===== src/rtl/s2p_pkg.sv =====
// s2p_pkg: shared types and constants for the serial-to-parallel receiver.
//   s2p_state_t     : receiver FSM states (ARM, IDLE, SHIFT)
//   S2P_SYNC_STAGES : depth of the input synchronizers
// Optional feature macro: S2P_PARITY_EN (adds the odd-parity helper).
package s2p_pkg;

  typedef enum logic [1:0] {
    ARM   = 2'd0,
    IDLE  = 2'd1,
    SHIFT = 2'd2
  } s2p_state_t;

  localparam int S2P_SYNC_STAGES = 2;

`ifdef S2P_PARITY_EN
  // True when payload plus parity bit hold an odd number of ones.
  function automatic logic odd_parity_ok(input logic [32:0] frame_bits);
    return ^frame_bits;
  endfunction
`endif

endpackage


===== src/rtl/s2p_receiver_sync_edge.sv =====
// sync_edge: multi-flop synchronizer with registered edge strobes.
//   clk, rst : system clock, asynchronous active-high reset
//   d        : asynchronous input
//   level    : synchronized level, aligned with the edge strobes
//   rise     : one-cycle strobe on a synchronized 0->1 transition
//   fall     : one-cycle strobe on a synchronized 1->0 transition
// RST_VAL sets the level the chain assumes during reset, so a signal that
// is already high at reset release does not produce a spurious edge.
module sync_edge
  import s2p_pkg::*;
#(
  parameter int   STAGES  = S2P_SYNC_STAGES,
  parameter logic RST_VAL = 1'b0
) (
  input  logic clk,
  input  logic rst,
  input  logic d,
  output logic level,
  output logic rise,
  output logic fall
);

  logic [STAGES-1:0] sync_r;
  logic              last_r;
  logic              rise_r;
  logic              fall_r;
  logic              sync_s;

  assign sync_s = sync_r[STAGES-1];

  // Synchronizer chain, previous-level flop and registered edge strobes.
  always_ff @(posedge clk or posedge rst) begin
    if (rst) begin
      sync_r <= {STAGES{RST_VAL}};
      last_r <= RST_VAL;
      rise_r <= 1'b0;
      fall_r <= 1'b0;
    end else begin
      sync_r <= {sync_r[STAGES-2:0], d};
      last_r <= sync_s;
      rise_r <= sync_s & ~last_r;
      fall_r <= ~sync_s & last_r;
    end
  end

  assign level = last_r;
  assign rise  = rise_r;
  assign fall  = fall_r;

endmodule


===== src/rtl/s2p_receiver.sv =====
// s2p_receiver: samples an external shift clock / data / frame link in the
// clk domain and assembles one DATA_BITS-wide word per frame.
//   clk, rst : system clock, asynchronous active-high reset
//   s_clk    : external shift clock (data taken on its rising edge)
//   s_dat    : external serial data
//   s_frm    : external frame enable, high for the whole frame
//   data_out : last good word, held until the next good frame
//   valid    : one-cycle pulse when data_out updates
//   err      : one-cycle pulse on a bad frame (wrong length/overrun/parity)
//   busy     : high while a frame is being shifted in
// Optional feature macro: S2P_PARITY_EN (one odd-parity bit after payload).
module s2p_receiver
  import s2p_pkg::*;
#(
  parameter int DATA_BITS = 8,
  parameter int MSB_FIRST = 1
) (
  input  logic                 clk,
  input  logic                 rst,
  input  logic                 s_clk,
  input  logic                 s_dat,
  input  logic                 s_frm,
  output logic [DATA_BITS-1:0] data_out,
  output logic                 valid,
  output logic                 err,
  output logic                 busy
);

`ifdef S2P_PARITY_EN
  localparam int EXP_LEN = DATA_BITS + 1;
`else
  localparam int EXP_LEN = DATA_BITS;
`endif
  localparam int CNT_MAX = DATA_BITS + 2;
  localparam int CNT_W   = $clog2(CNT_MAX + 1);

  s2p_state_t                 state_r;
  logic [CNT_W-1:0]           cnt_r;
  logic [CNT_W-1:0]           cnt_inc_s;
  logic [CNT_W-1:0]           cnt_nx_s;
  logic [EXP_LEN-1:0]         sh_r;
  logic [EXP_LEN-1:0]         sh_shift_s;
  logic [EXP_LEN-1:0]         sh_nx_s;
  logic                       ovr_r;
  logic                       ovr_nx_s;
  logic                       good_s;
  logic [DATA_BITS-1:0]       payload_s;
  logic [DATA_BITS-1:0]       data_r;
  logic                       valid_r;
  logic                       err_r;
  logic                       busy_r;
  logic [S2P_SYNC_STAGES-1:0] dat_sync_r;
  logic                       dat_s;
  logic                       clk_lvl_s;
  logic                       clk_rise_s;
  logic                       clk_fall_s;
  logic                       frm_lvl_s;
  logic                       frm_rise_s;
  logic                       frm_fall_s;
  logic                       unused_ok_s;

  sync_edge #(.STAGES(S2P_SYNC_STAGES), .RST_VAL(1'b0)) u_sync_clk (
    .clk(clk), .rst(rst), .d(s_clk),
    .level(clk_lvl_s), .rise(clk_rise_s), .fall(clk_fall_s)
  );

  // Frame sync resets high: a frame already running at reset release
  // shows no rising edge and is skipped by ARM.
  sync_edge #(.STAGES(S2P_SYNC_STAGES), .RST_VAL(1'b1)) u_sync_frm (
    .clk(clk), .rst(rst), .d(s_frm),
    .level(frm_lvl_s), .rise(frm_rise_s), .fall(frm_fall_s)
  );

  assign unused_ok_s = &{1'b0, clk_lvl_s, clk_fall_s};

  // Plain data synchronizer; the s_clk path has one more flop (registered
  // edge), so the bit taken here is the one present at the s_clk edge.
  always_ff @(posedge clk or posedge rst) begin
    if (rst) begin
      dat_sync_r <= {S2P_SYNC_STAGES{1'b0}};
    end else begin
      dat_sync_r <= {dat_sync_r[S2P_SYNC_STAGES-2:0], s_dat};
    end
  end

  assign dat_s = dat_sync_r[S2P_SYNC_STAGES-1];

  // Post-edge counter, shift register and overrun flag.
  always_comb begin
    cnt_inc_s  = cnt_r;
    sh_shift_s = sh_r;
    cnt_nx_s   = cnt_r;
    sh_nx_s    = sh_r;
    ovr_nx_s   = ovr_r;
    if (cnt_r == CNT_W'(CNT_MAX)) begin
      cnt_inc_s = cnt_r;
    end else begin
      cnt_inc_s = cnt_r + CNT_W'(1);
    end
    if (MSB_FIRST != 0) begin
      sh_shift_s = {sh_r[EXP_LEN-2:0], dat_s};
    end else begin
      sh_shift_s = {dat_s, sh_r[EXP_LEN-1:1]};
    end
    if (clk_rise_s) begin
      cnt_nx_s = cnt_inc_s;
      ovr_nx_s = ovr_r | (cnt_inc_s > CNT_W'(EXP_LEN));
      // Bits beyond the expected length are counted but not stored.
      if (cnt_inc_s > CNT_W'(EXP_LEN)) begin
        sh_nx_s = sh_r;
      end else begin
        sh_nx_s = sh_shift_s;
      end
    end else begin
      cnt_nx_s = cnt_r;
      sh_nx_s  = sh_r;
      ovr_nx_s = ovr_r;
    end
  end

  // Frame verdict on post-edge values, so a bit arriving with the frame
  // end still counts toward the length check.
  always_comb begin
    good_s    = 1'b0;
    payload_s = {DATA_BITS{1'b0}};
`ifdef S2P_PARITY_EN
    if (MSB_FIRST != 0) begin
      payload_s = sh_nx_s[DATA_BITS:1];
    end else begin
      payload_s = sh_nx_s[DATA_BITS-1:0];
    end
    good_s = (cnt_nx_s == CNT_W'(EXP_LEN)) && !ovr_nx_s &&
             odd_parity_ok(33'(sh_nx_s));
`else
    payload_s = sh_nx_s;
    good_s    = (cnt_nx_s == CNT_W'(EXP_LEN)) && !ovr_nx_s;
`endif
  end

  // Receiver FSM with registered outputs.
  always_ff @(posedge clk or posedge rst) begin
    if (rst) begin
      state_r <= ARM;
      cnt_r   <= {CNT_W{1'b0}};
      sh_r    <= {EXP_LEN{1'b0}};
      ovr_r   <= 1'b0;
      data_r  <= {DATA_BITS{1'b0}};
      valid_r <= 1'b0;
      err_r   <= 1'b0;
      busy_r  <= 1'b0;
    end else begin
      valid_r <= 1'b0;
      err_r   <= 1'b0;
      case (state_r)
        ARM: begin
          busy_r <= 1'b0;
          if (!frm_lvl_s) begin
            state_r <= IDLE;
          end else begin
            state_r <= ARM;
          end
        end
        IDLE: begin
          if (frm_rise_s) begin
            cnt_r   <= {CNT_W{1'b0}};
            sh_r    <= {EXP_LEN{1'b0}};
            ovr_r   <= 1'b0;
            state_r <= SHIFT;
            busy_r  <= 1'b1;
          end else begin
            state_r <= IDLE;
            busy_r  <= 1'b0;
          end
        end
        SHIFT: begin
          cnt_r <= cnt_nx_s;
          sh_r  <= sh_nx_s;
          ovr_r <= ovr_nx_s;
          if (frm_fall_s) begin
            state_r <= IDLE;
            busy_r  <= 1'b0;
            if (good_s) begin
              data_r  <= payload_s;
              valid_r <= 1'b1;
            end else begin
              err_r <= 1'b1;
            end
          end else begin
            state_r <= SHIFT;
            busy_r  <= 1'b1;
          end
        end
        default: begin
          state_r <= ARM;
          busy_r  <= 1'b0;
        end
      endcase
    end
  end

  assign data_out = data_r;
  assign valid    = valid_r;
  assign err      = err_r;
  assign busy     = busy_r;

endmodule


===== config.mk =====
export PLATFORM = sky130hd
export DESIGN_NAME = s2p_receiver
export DESIGN_NICKNAME = d
export VERILOG_FILES = /design/src/rtl/s2p_pkg.sv /design/src/rtl/s2p_receiver_sync_edge.sv /design/src/rtl/s2p_receiver.sv
export SDC_FILE = /design/constraint.sdc
export NUM_CORES = 1
export LEC_CHECK = 0
export BUFFER_PORTS_ARGS = -buffer_cell sky130_fd_sc_hd__buf_2
export CAP_MARGIN = 30
export CORE_MARGIN = 1
export CORE_UTILIZATION = 45
export DETAILED_ROUTE_END_ITERATION = 6
export PLACE_DENSITY_LB_ADDON = 0.3
export SLEW_MARGIN = 30
export SYNTH_ARGS = -nofsm -noshare
export SYNTH_HDL_FRONTEND = slang
export SYNTH_HIERARCHICAL = 1
export SYNTH_SLANG_ARGS = --single-unit

===== constraint.sdc =====
create_clock -name clk -period 3.5 [get_ports clk]
set_clock_uncertainty 0.2 [all_clocks]
set_input_delay 0.525 -clock clk [delete_from_list [all_inputs] [get_ports clk]]
set_output_delay 0.525 -clock clk [all_outputs]
set_load 0.02 [all_outputs]

== After elaboration in Yosys (flattened, before gate mapping) ==
Index checks and enable logic that the tools add are counted.

* Register bits after elaboration: 37
* Output and inout port bits: 11
* Logic and storage cells: 60

* $add $sub $neg: 1
* Order comparisons: 1
* Equal/unequal tests: 5
* Multiplexer cells: 24
* Bitwise operators: 7
* Reduce and logical (&&, ||, !) cells: 6

{| class="wikitable"
|+ Operator list
! cell !! count
|-
| $mux 8 || 3
|-
| $pmux 8 s2 || 1
|-
| $mux 4 || 3
|-
| $mux 1 || 11
|-
| $eq 4x4->1 const B || 2
|-
| $pmux 4 s2 || 1
|-
| $pmux 2 s3 || 1
|-
| $add 4x1->4 const B || 1
|-
| $gt 4x4->1 const B || 1
|-
| $mux 2 || 2
|-
| $pmux 1 s2 || 2
|-
| $and 1x1->1 || 3
|-
| $not 1->1 || 3
|-
| $reduce_and 3->1 || 1
|-
| $eq 2x1->1 const B || 1
|-
| $eq 2x2->1 const B || 1
|-
| $logic_not 2->1 || 1
|-
| $ne 2x1->1 const B || 1
|-
| $reduce_and 2->1 || 1
|-
| $reduce_bool 2->1 || 1
|-
| $logic_and 1x1->1 || 1
|-
| $logic_not 1->1 || 1
|-
| $or 1x1->1 || 1
|}

== Logic depth before layout (Yosys ltp) ==
Gate-level depths: netlist of the first run.

* Word-level depth: 10
* Gate-level depth with buffers: 8

== Hierarchy ==
The synthesis of the first run kept the hierarchy.

{| class="wikitable"
|+ Modules (own cells, without submodules)
! module !! instances !! cells each !! area each (sq um) !! seq. area each (sq um)
|-
| s2p_receiver || 1 || 120 || 1453.9 || 700.7
|-
| sync_edge (u_sync_frm) || 1 || 8 || 147.6 || 128.9
|-
| sync_edge (u_sync_clk) || 1 || 8 || 143.9 || 125.1
|}

== Worst setup path before layout of the first run ==
OpenSTA, ideal clock, no wires.

* Path kind: reg-to-reg
* Start: register cnt_r[0]
* End: register data_r[0], in the netlist data_out[0]
* Library setup time: 128 ps
* Data arrival time: 1994 ps
* Required time: 3172 ps
* Setup slack: 1179 ps
* Stages on the path, launching flop included: 9
* Path buffers: 1
* Period minus slack after synthesis: 2321 ps
* Cell sequence: dfrtp_1 > buf_6 > inv_1 > ha_1 > and3b_2 > nor3_1 > a2111oi_4 > nand4_4 > mux2_1

* Cells in the longest elaborated chain, start to end: 8
* Elaborated cells on any way between the ends: 13

{| class="wikitable"
|+ Ends and longest elaborated chain
! item !! RTL line !! source
|-
| start, declared || s2p_receiver.sv:38 || <nowiki>logic [CNT_W-1:0] cnt_r;</nowiki>
|-
| start signal, assigned || s2p_receiver.sv:144 || <nowiki>cnt_r <= {CNT_W{1'b0}};</nowiki>
|-
| start signal, assigned || s2p_receiver.sv:165 || <nowiki>cnt_r <= {CNT_W{1'b0}};</nowiki>
|-
| start signal, assigned || s2p_receiver.sv:176 || <nowiki>cnt_r <= cnt_nx_s;</nowiki>
|-
| $add 4x1->4 / $eq 4x4->1 (equally long branches) || s2p_receiver.sv:98, s2p_receiver.sv:95 ||
|-
| $mux 4 || s2p_receiver.sv:95 || <nowiki>if (cnt_r == CNT_W'(CNT_MAX)) begin</nowiki>
|-
| $gt 4x4->1 || s2p_receiver.sv:107, s2p_receiver.sv:109 ||
|-
| $or 1x1->1 || s2p_receiver.sv:107 || <nowiki>ovr_nx_s = ovr_r | (cnt_inc_s > CNT_W'(EXP_LEN));</nowiki>
|-
| $mux 1 || s2p_receiver.sv:105 || <nowiki>if (clk_rise_s) begin</nowiki>
|-
| $logic_not 1->1 || s2p_receiver.sv:136 || <nowiki>good_s = (cnt_nx_s == CNT_W'(EXP_LEN)) && !ovr_nx_s;</nowiki>
|-
| $logic_and 1x1->1 || s2p_receiver.sv:136 ||
|-
| $reduce_and 3->1 (no line) || n/a ||
|-
| end signal, assigned || s2p_receiver.sv:147 || <nowiki>data_r <= {DATA_BITS{1'b0}};</nowiki>
|-
| end signal, assigned || s2p_receiver.sv:183 || <nowiki>data_r <= payload_s;</nowiki>
|-
| end, declared || s2p_receiver.sv:48 || <nowiki>logic [DATA_BITS-1:0] data_r;</nowiki>
|}

Several ways; a longest one is shown, not always the timed one.
A chain may end at the register's enable or synchronous reset.

== Worst setup path in the final report of the first run ==
* Start: register cnt_r[0]
* End: register data_r[6], in the netlist data_out[6]

Same word-level chain as after synthesis.

==> results, run 1 <==
- The worst hold slack across all endpoints is 132 ps.
- The largest single stage delay on the critical path is 540 ps.
- The total congestion overflow is 0.
- The average detailed-routed wire length per instance is 14.5 um.
- The leakage component of the power is 0.968 nW.
- The number of setup buffers added after CTS is 0.
- In the routed design, unresolved DRC markers number 0.
- In this run the count of I/O pins placed on the die edge is 16.
- For this design, the slowest cell found on the critical path is sky130_fd_sc_hd__dfrtp_1.
- The sequential fraction of design power is 0.435.
- The largest vdd supply drop is 0.397 mV.
- The placeable core area is 0.00366 mm^2.
- The total of endpoints with negative setup slack in the final report is 0.
- The number of max-slew violations in the final report came to 0.
- The nature of the critical path endpoint is a register.
- The power per standard cell area is 572 mW/mm^2.
- For this run, the top clock speed supported by timing is 381 MHz.
- The via count of the first global-routing pass is 1,018.
- The clock input transition at the sequential cells of the worst setup and hold paths is 80 ps.
- Once detail routing completed, the nets flagged for antenna violations numbered 0.
- The final cycle utilization of the critical path is 0.749.
- The effective utilization at floorplan is 0.468.
- The tree built by TritonCTS fans out to 37 sinks.
- Synthesis handed over a netlist of 134 instances.
- The run finished with clean final reports.
- The die height is 63.7 um.
- The number of nets produced by synthesis is 145.
- The proportion of power drawn by combinational gates is 0.175.
- The clock tree synthesis step divided the H-tree into 2 levels.
- The length of the first detailed-routing pass in iterations is 4.
- From left edge to right edge, the die measures 63.7 um.
- The cell area after synthesis is 0.00171 mm^2.
- The total track usage is 0.166.
- The headroom to the max-slew limit is 0.605.
- The initial antenna violation count came to 0.
- The TritonCTS clock tree is built.
- The minimum clock period after layout is 2620 ps.
- Data on the critical path is required at its endpoint by 3470 ps.
- The critical path class is reg2reg.
- For this block, the initial DRC count from the detailed router was 19.
- The clock reaches the later pin of the worst-skew pair after 290 ps.
- The number of CTS-inserted buffers is 5.
- The tree is rooted in a sky130_fd_sc_hd__clkbuf_8.
- The final total negative setup slack is 0 ps.
- Across the run, the number of max-cap violations was 0.
- The standard-cell row count is 22.
- For this design the total switching power over the nets is 0.000311 W.
- Setup repair after global routing left no endpoint under its margin.
- The clock passes through at most 2 buffers.
- The tightest min-delay check is of the in2reg type.
- During synthesis, Yosys emitted a total of 6 warnings.
- The share of total power dissipated in the clock network is 0.390.
- The number of buffers inserted by port buffering is 15.
- For this run, the post-layout net count is 162.
- The number of hold violations in the final report came to 0.
- Setup slack closes at 877 ps.
- Traced cell by cell, the critical path runs through ha_1 > nand2_1 > a2111oi_2 > nand4_4 > mux2_1.
- The congestion estimate from routability-driven global placement came to 0.860.
- The post-place setup slack is 881 ps.
- The design internal power is 0.000806 W.
- For the pin with the worst max-slew slack, the measured transition is 591 ps.
- The die area is 0.00405 mm^2.
- Wires add up to 2900 um.
- The number of antenna diodes in the final layout is 0.
- Relative to the synthesized area, the layout overhead comes to 14.1%.
- The number of vias after detailed routing is 1,100.
- For the worst setup path, the data arrival time is 2600 ps.
- The via density per instance is 5.50.
- Entering global routing, the biggest net connects 29 pins.
- In the final layout, the share of cells above drive strength 1 is 0.270.
- The synthesized area per cell is 12.8 um^2.
- The startpoint kind of the worst setup timing path is a register.
- The maximum fanout along the worst path is 9.
- The post-detailed-placement half-perimeter wirelength is 1890 um.
- The global-route wire length before repair is 5000 um.
- The switching power as a share of total power is 0.279.
routing by layer:
layer  track usage  wire length (um)  vias up  share of wire
met5             0                 0        -              0
met4        0.0852                60        0          0.021
met3        0.0435                73        5          0.025
met2         0.249              1380       19           0.48
met1         0.219              1390      558           0.48
li1              -                 -      518              -
placed cells by master, fill, tap and decap left out, drive strengths merged, types with 2 or more instances in the layout:
master   instances
nor2             3
o31ai            3
dfstp            3
mux2            16
o21ai            6
a22o            12
inv              8
bufinv           2
dfrtp           34
nand2b           3
ha               6
nand3            2
buf             15
a31oi            2
a21oi            7
nor2b            2
a2111oi          2
nand2            7
nor3             2
clkbuf           5
sequential cells by signal, summed over array words and instances (netlist names):
register	count
busy	1
cnt_r	4
dat_sync_r	2
data_out	8
err	1
ovr_r	1
sh_r	8
state_r	2
u_sync_clk/level	1
u_sync_clk/rise	1
u_sync_clk/sync_r	2
u_sync_frm/fall	1
u_sync_frm/level	1
u_sync_frm/rise	1
u_sync_frm/sync_r	2
valid	1
power by group through the flow:
stage	logic (W)	clock network, W	registers, W
floorplan	0.000164	0	0.000484
global placement	0.000190	0	0.000490
detailed placement	0.000194	0	0.000494
CTS	0.000197	0.000446	0.000486
global route	0.000218	0.000459	0.000491
finish	0.000196	0.000435	0.000486
area by class of cell:
type,instances,area (um^2)
multi-input cells,83,714
well taps,48,60.1
fillers,316,1710
inverters,8,30.0
repair buffers,16,85.1
clock inverters,3,65.1
clock buffers,5,68.8
flip-flops and latches,37,930
stage by stage:
step / power (W) / cell area, um^2 / util / instances
6_report: 0.00112 / 1950 / 0.533 / 200
5_1_grt: 0.00117 / 1950 / 0.533 / 200
4_1_cts: 0.00113 / 1950 / 0.533 / 200
3_5_place_dp: 0.000688 / 1810 / 0.494 / 191
3_3_place_gp: 0.000680 / 1810 / 0.494 / 191
2_1_floorplan: 0.000648 / 1710 / - / 134
worst max-delay path, delay by kind of cell, from the launching register on:
family / cells / cell delay [ps]
mux: 1 / 400
flops: 1 / 540
fa+ha+maj: 1 / 390
compound gates: 1 / 540
simple gates: 2 / 430
final timing paths:
kind / startpoint / endpoint / slack, ps / cells after the start
worst max-delay path: cnt_r[0] / data_out[6] / 880 / 5
worst min-delay path: s_frm / u_sync_frm/sync_r[0] / 130 / 1
worst max register to register: cnt_r[0] / data_out[6] / 880 / 5
worst min register to register: dat_sync_r[0] / dat_sync_r[1] / 150 / 0
max in group asynchronous: rst / data_out[5] / 2040 / 3
min in group asynchronous: rst / u_sync_clk/level / 490 / 3
what timing repair did:
item	CTS	global route
setup endpoints to repair	0	0
hold buffers	1	0
resized for setup	0	0
endpoints found under the hold margin	6	0
Note: power is estimated with default switching activity, not from simulation.
==> run 2, diff against run 1 <==
--- a/config.mk
+++ b/config.mk
@@ -5,6 +5,7 @@
 export SDC_FILE = /design/constraint.sdc
 export NUM_CORES = 1
 export LEC_CHECK = 0
+export ABC_AREA = 1
 export BUFFER_PORTS_ARGS = -buffer_cell sky130_fd_sc_hd__buf_2
 export CAP_MARGIN = 30
 export CORE_MARGIN = 1
==> constraint.sdc (replaced) <==
create_clock -name clk -period 2.1 [get_ports clk]
set_clock_uncertainty 0.2 [all_clocks]
set_input_delay 0.315 -clock clk [delete_from_list [all_inputs] [get_ports clk]]
set_output_delay 0.315 -clock clk [all_outputs]
set_load 0.02 [all_outputs]
==> run 2 against run 1 <==
Against the previous run: total power rose by 69%; register-to-register slack got worse by 690 ps; utilization rose by 2.3 points; area after synthesis rose by 3.1%; worst setup slack got worse by 690 ps; wire length rose by 19%; final cell count rose by 37%; cell area rose by 5.9%; first-iteration DRC count rose to 4.6 times the previous value; combinational power rose by 110%; largest power group unchanged; critical endpoint is now data_out[7]; flip-flop and latch count did not move; sequential power rose by 74%.
==> results, run 2 <==
- The initial antenna violation count is 0 (unchanged).
- The number of buffers inserted by port buffering is 15 (unchanged).
- The total congestion overflow is 0 (unchanged).
- The maximum fanout along the worst path is 8 (was 9).
- The largest net degree at the start of global routing is 29 (unchanged).
- The cell area after synthesis is 0.00177 mm^2 (was 0.00171 mm^2).
- The number of warnings reported in the yosys synthesis log came to 6 (unchanged).
- The number of vias after detailed routing is 1,355 (was 1,100).
- The post-layout instance count excluding filler cells is 273 (was 200).
- The number of max-slew violations in the final report came to 0 (unchanged).
- The timing-limited maximum frequency was 522 MHz (was 381 MHz).
- The buffer depth of the longest clock path is 2 (unchanged).
- The final antenna diode count is 0 (unchanged).
- The most common library cell in the layout ignoring fill and taps was sky130_fd_sc_hd__nand2_1 (was sky130_fd_sc_hd__dfrtp_1).
- The required time of the worst setup path is 2080 ps (was 3470 ps).
- The standard-cell row count is 22 (unchanged).
- The synthesized area per cell came to 8.92 um^2 (was 12.8 um^2).
- The headroom to the max-slew limit is 0.606 (was 0.605).
- The number of nets at the end of the flow is 235 (was 162).
- The final total negative setup slack is 0 ps (unchanged).
- The average detailed-routed wire length per instance is 12.6 um (was 14.5 um).
- The clock latency of the later-clocked register in the worst-skew pair is 290 ps (about the same).
- The remaining design rule violation count is 0 (unchanged).
- The placeable core area is 0.00372 mm^2 (was 0.00366 mm^2).
- The data arrival time of the critical path is 1900 ps (was 2600 ps).
- The startpoint kind of the worst setup timing path was a register (unchanged).
- The worst hold-check path type was reg2reg (was in2reg).
- The number of setup buffers added after CTS is 0 (unchanged).
- Status: complete, no violations (unchanged).
- The die height is 64.6 um (was 63.7 um).
- The post-synthesis to final-layout area growth is 17.2% (was 14.1%).
- The buffer type at the clock tree root is sky130_fd_sc_hd__clkbuf_8 (unchanged).
- The number of violations reported at the end of detailed-routing iteration 0 was 88 (was 19).
- The effective utilization at floorplan is 0.475 (was 0.468).
- The largest vdd supply drop is 0.494 mV (was 0.397 mV).
- The clock input transition at the sequential cells of the worst setup and hold paths was 70 ps (was 80 ps).
- The total track usage came to 0.190 (was 0.166).
- The minimum clock period after layout is 1920 ps (was 2620 ps).
- The TritonCTS clock tree is built (unchanged).
- The antenna violation net count after detailed routing is 0 (unchanged).
- The post-detailed-placement half-perimeter wirelength is 2430 um (was 1890 um).
- The worst-margin pin slew is 585 ps (was 591 ps).
- The final routed wirelength across all metal layers came to 3440 um (was 2900 um).
- The via count of the first global-routing pass is 1,307 (was 1,018).
- The final cycle utilization of the critical path was 0.912 (was 0.749).
- The total of endpoints with negative setup slack in the final report came to 0 (unchanged).
- The number of nets produced by synthesis came to 209 (was 145).
- The max-capacitance violation count is 0 (unchanged).
- The number of CTS-inserted buffers is 5 (unchanged).
- Most frequent cells in the layout: sky130_fd_sc_hd__nand2_1 (56), sky130_fd_sc_hd__dfrtp_1 (33), sky130_fd_sc_hd__nand3_1 (29) (was sky130_fd_sc_hd__dfrtp_1 (34), sky130_fd_sc_hd__buf_2 (15), sky130_fd_sc_hd__a22o_1 (12)).
- The die outline width is 64.6 um (was 63.7 um).
- The sequential cell area in the final layout is 931 um^2 (was 930 um^2).
- The nature of the critical path endpoint was a register (unchanged).
- The global-route wire length before repair is 6070 um (was 5000 um).
- The instance count after placement with tap cells included is 261 (was 191).
- Unrepaired setup endpoints after global routing: false (unchanged).
- The via density per instance is 4.96 (was 5.50).
- The weighted congestion reported at the end of routability-driven placement came to 0.811 (was 0.860).
- The fraction of final layout cells sized beyond drive strength 1 is 0.204 (was 0.270).
- The length of the first detailed-routing pass in iterations is 4 (unchanged).
- The total number of clock tree sinks is 37 (unchanged).
- The synthesized netlist cell count is 198 (was 134).
- The critical path class is reg2reg (unchanged).
- The leakage component of the power is 1.13 nW (was 0.968 nW).
- The area of the multi-input gates is 718 um^2 (was 714 um^2).
- The die area is 0.00418 mm^2 (was 0.00405 mm^2).
- The filler cell count in the final layout came to 350 (was 316).
- The number of hold violations in the final report is 0 (unchanged).
- The power per standard cell area was 912 mW/mm^2 (was 572 mW/mm^2).
- The count of H-tree levels built during CTS came to 2 (unchanged).
- The number of top-level design ports came to 16 (unchanged).
[run 2: metal layers]
layer,wire [um],global-route usage
met5,0,0
met4,33,0.0472
met3,101,0.0546
met2,1630,0.288
met1,1680,0.268
[run 2: layout make-up]
cell class,count,share of cell area
timing repair buffer,25,0.0774
sequential,37,0.450
clock inverter,1,0.0145
tap,48,0.0290
clock buffer,7,0.0417
multi-input combinational,133,0.347
inverter,22,0.0399
[run 2: final timing paths]
path                                      startpoint                    to  slack [ps]  cells past startpoint
worst max-delay path                        cnt_r[0]           data_out[7]         180                      9
worst min-delay path            u_sync_clk/sync_r[0]  u_sync_clk/sync_r[1]         150                      0
worst max register to register              cnt_r[0]           data_out[7]         180                      9
worst min register to register  u_sync_clk/sync_r[0]  u_sync_clk/sync_r[1]         150                      0
max in group asynchronous                        rst              cnt_r[0]         970                      4
min in group asynchronous                        rst      u_sync_clk/level         270                      3
[run 2: power by group]
part / internal, W / switching, W / total (W)
registers: 0.000777 / 0.0000666 / 0.000844
clock network: 0.000387 / 0.000251 / 0.000638
logic: 0.000136 / 0.000268 / 0.000405
[run 2: what timing repair did]
action                                  CTS  global route
hold buffers                              4             0
hold endpoints to repair                 40             0
endpoints found under the setup margin    0             1
gates resized for setup                   0             1
[run 2: critical path, cell delays in order (launching register included)]
cell                      delay, ps
sky130_fd_sc_hd__dfrtp_2        440
sky130_fd_sc_hd__inv_1          100
sky130_fd_sc_hd__ha_1           200
sky130_fd_sc_hd__nand2_2         80
sky130_fd_sc_hd__a21oi_2        150
sky130_fd_sc_hd__nand2_1        220
sky130_fd_sc_hd__nand3_1        160
sky130_fd_sc_hd__nand2_1         90
sky130_fd_sc_hd__nand4_1        100
sky130_fd_sc_hd__nand2_1         60
[run 2: through the flow]
stage          worst slack, ps  area [um^2]  utilization  total power [W]  hold WS, ps
5_1_grt                   38.1         2070        0.557          0.00200          162
3_5_place_dp               189         1910        0.514          0.00125         27.1
4_1_cts                    179         2070        0.556          0.00190          155
3_3_place_gp               232         1910        0.514          0.00124         17.9
6_report                   184         2070        0.557          0.00189          150
2_1_floorplan              347         1770            -          0.00114         -119
==> run 3, diff against run 2 <==
--- a/config.mk
+++ b/config.mk
@@ -12,6 +12,7 @@
 export CORE_UTILIZATION = 45
 export DETAILED_ROUTE_END_ITERATION = 6
 export PLACE_DENSITY_LB_ADDON = 0.3
+export RECOVER_POWER = 25
 export SLEW_MARGIN = 30
 export SYNTH_ARGS = -nofsm -noshare
 export SYNTH_HDL_FRONTEND = slang
==> run 3 against run 2 <==
Against the previous run: sequential power is essentially flat; final cell count unchanged; via count grew 0.15%; combinational power hardly changed; clock power is essentially flat; non-clock buffer count unchanged; utilization decreased by 0.10 points; first-iteration DRC count did not move; cell area decreased by 0.18%; worst setup slack is essentially flat; critical endpoint unchanged; largest power group unchanged.
==> results, run 3 (same netlist as run 2, synthesis figures left out) <==
- The via count of the first global-routing pass was 1,307 (unchanged).
- The buffer type at the clock tree root is sky130_fd_sc_hd__clkbuf_8 (unchanged).
- The worst-margin pin slew is 709 ps (was 585 ps).
- The setup slack on the worst flop-to-flop path is 180 ps (about the same).
- The remaining design rule violation count was 0 (unchanged).
- The total non-filler cell area in the finished layout is 0.00206 mm^2 (was 0.00207 mm^2).
- The number of max-slew violations in the final report is 0 (unchanged).
- The worst hold-check path type is reg2reg (unchanged).
- The number of nets at the end of the flow is 235 (unchanged).
- The effective utilization at floorplan is 0.475 (unchanged).
- The clock input transition at the sequential cells of the worst setup and hold paths came to 70 ps (about the same).
- The startpoint kind of the worst setup timing path was a register (unchanged).
- The largest net degree at the start of global routing is 29 (unchanged).
- The switching power of the nets is 0.000586 W (about the same).
- The die area is 0.00418 mm^2 (unchanged).
- Most frequent cells in the layout: sky130_fd_sc_hd__nand2_1 (56), sky130_fd_sc_hd__dfrtp_1 (33), sky130_fd_sc_hd__nand3_1 (29) (unchanged).
- The number of top-level design ports is 16 (unchanged).
- The data arrival time of the critical path is 1900 ps (about the same).
- The startpoint of the most critical setup path is cnt_r[0] (unchanged).
- The die height is 64.6 um (unchanged).
- The number of violations reported at the end of detailed-routing iteration 0 is 88 (unchanged).
- The filler cell count in the final layout came to 352 (was 350).
- The max-capacitance violation count is 0 (unchanged).
- The placeable core area is 0.00372 mm^2 (unchanged).
- The proportion of power drawn by the clock network is 0.338 (about the same).
- The via density per instance is 4.97 (was 4.96).
- The number of vias after detailed routing is 1,357 (was 1,355).
- The proportion of power drawn by combinational gates was 0.214 (was 0.215).
- The TritonCTS clock tree is built (unchanged).
- The required time of the worst setup path is 2080 ps (about the same).
- The final cycle utilization of the critical path was 0.912 (about the same).
- The sequential fraction of design power is 0.447 (about the same).
- The initial antenna violation count came to 0 (unchanged).
- The total congestion overflow is 0 (unchanged).
- The post-synthesis to final-layout area growth is 16.9% (was 17.2%).
- The cell area reported after detailed placement was 0.00191 mm^2 (unchanged).
- The average detailed-routed wire length per instance is 12.6 um (about the same).
- The count of H-tree levels built during CTS came to 2 (unchanged).
- The timing-limited maximum frequency is 522 MHz (about the same).
- The global-route wire length before repair came to 6070 um (unchanged).
- The instance count after placement with tap cells included is 261 (unchanged).
- The number of buffers inserted by port buffering was 15 (unchanged).
- The total number of clock tree sinks is 37 (unchanged).
- The final total negative setup slack is 0 ps (unchanged).
- The weighted congestion reported at the end of routability-driven placement came to 0.811 (unchanged).
- The fraction of the core area covered by cells at the end of the flow was 0.556 (was 0.557).
- The nature of the critical path endpoint is a register (unchanged).
- The antenna violation net count after detailed routing is 0 (unchanged).
- The headroom to the max-slew limit is 0.527 (was 0.606).
- The power per standard cell area is 913 mW/mm^2 (was 912 mW/mm^2).
- The buffer depth of the longest clock path came to 2 (unchanged).
- The die outline width is 64.6 um (unchanged).
- The fraction of final layout cells sized beyond drive strength 1 is 0.196 (was 0.204).
- The post-detailed-placement half-perimeter wirelength is 2430 um (unchanged).
- The most common library cell in the layout ignoring fill and taps is sky130_fd_sc_hd__nand2_1 (unchanged).
- The clock latency of the later-clocked register in the worst-skew pair was 290 ps (about the same).
- The critical register-to-register path startpoint is cnt_r[0] (unchanged).
- The leakage component of the power is 1.12 nW (was 1.13 nW).
- The design internal power is 0.00130 W (about the same).
- The length of the first detailed-routing pass in iterations came to 4 (unchanged).
- The critical path class is reg2reg (unchanged).
- The largest vdd supply drop is 0.494 mV (about the same).
- Status: complete, no violations (unchanged).
- The final antenna diode count is 0 (unchanged).
- The standard-cell row count is 22 (unchanged).
- The total of endpoints with negative setup slack in the final report is 0 (unchanged).
- The maximum fanout along the worst path came to 8 (unchanged).
- The final routed wirelength across all metal layers came to 3440 um (about the same).
- The post-layout instance count excluding filler cells is 273 (unchanged).
- The critical path capture point is data_out[7] (unchanged).
- The number of CTS-inserted buffers is 5 (unchanged).
- The total track usage was 0.190 (unchanged).
- The number of hold violations in the final report is 0 (unchanged).
- The capturing point of the worst reg2reg path was data_out[7] (unchanged).
- Unrepaired setup endpoints after global routing: false (unchanged).
- The logic depth of the worst register-to-register path is 9 (unchanged).
- The switching power as a share of total power is 0.311 (about the same).
- The minimum clock period after layout came to 1920 ps (about the same).
run 3: changes by cell type in the layout (fill, tap and decap cells not counted), sizes merged:
cell,change
clkbuf,+2
buf,-2
run 3: layout make-up:
type / count / area, um^2 / area share
timing repair buffer: 25 / 156 / 0.0758
sequential: 37 / 931 / 0.451
inverter: 22 / 82.6 / 0.0400
multi-input combinational: 133 / 718 / 0.348
clock buffer: 7 / 86.3 / 0.0418
tap: 48 / 60.1 / 0.0291
clock inverter: 1 / 30.0 / 0.0145
run 3: routing by layer:
| metal | vias up | share of wire | global-route usage |
|---|---|---|---|
| li1 | 694 | - | - |
| met1 | 639 | 0.49 | 0.268 |
| met2 | 18 | 0.47 | 0.288 |
| met3 | 6 | 0.029 | 0.0546 |
| met4 | 0 | 0.0096 | 0.0472 |
| met5 | - | 0 | 0 |
run 3: power groups by stage:
stage | logic [W] | clock network [W] | registers, W
floorplan | 0.000297 | 0 | 0.000846
global placement | 0.000392 | 0 | 0.000851
detailed placement | 0.000400 | 0 | 0.000855
CTS | 0.000408 | 0.000654 | 0.000841
global route | 0.000464 | 0.000682 | 0.000854
finish | 0.000404 | 0.000638 | 0.000843
run 3: repair_timing:
| item | in CTS | in global routing |
|---|---|---|
| endpoints found under the setup margin | 0 | 1 |
| setup buffers | 0 | 0 |
| hold buffers | 4 | 0 |
| hold endpoints to repair | 40 | 0 |
| resized for setup | 0 | 1 |
run 3: worst max-delay path: stages (launching register included):
cell,delay (ps)
sky130_fd_sc_hd__dfrtp_2,440
sky130_fd_sc_hd__inv_1,100
sky130_fd_sc_hd__ha_1,200
sky130_fd_sc_hd__nand2_2,80
sky130_fd_sc_hd__a21oi_2,150
sky130_fd_sc_hd__nand2_1,220
sky130_fd_sc_hd__nand3_1,160
sky130_fd_sc_hd__nand2_1,90
sky130_fd_sc_hd__nand4_1,100
sky130_fd_sc_hd__nand2_1,60
run 3: how the worst min path moves through the flow:
stage | startpoint | to | cells past startpoint
CTS | u_sync_clk/sync_r[0] | u_sync_clk/sync_r[1] | 0
finish | u_sync_clk/sync_r[0] | u_sync_clk/sync_r[1] | 0
global placement | rst | u_sync_clk/sync_r[0] | 2
detailed placement | rst | u_sync_clk/sync_r[0] | 2
floorplan | rst | u_sync_clk/level | 1
global route | dat_sync_r[0] | dat_sync_r[1] | 0
run 3: metrics by stage:
step,setup slack [ps],power [W],hold slack (ps)
after floorplan,347,0.00114,-119
after global placement,232,0.00124,17.9
after detailed placement,189,0.00125,27.1
after CTS,179,0.00190,155
after global routing,38.1,0.00200,162
final,184,0.00189,150
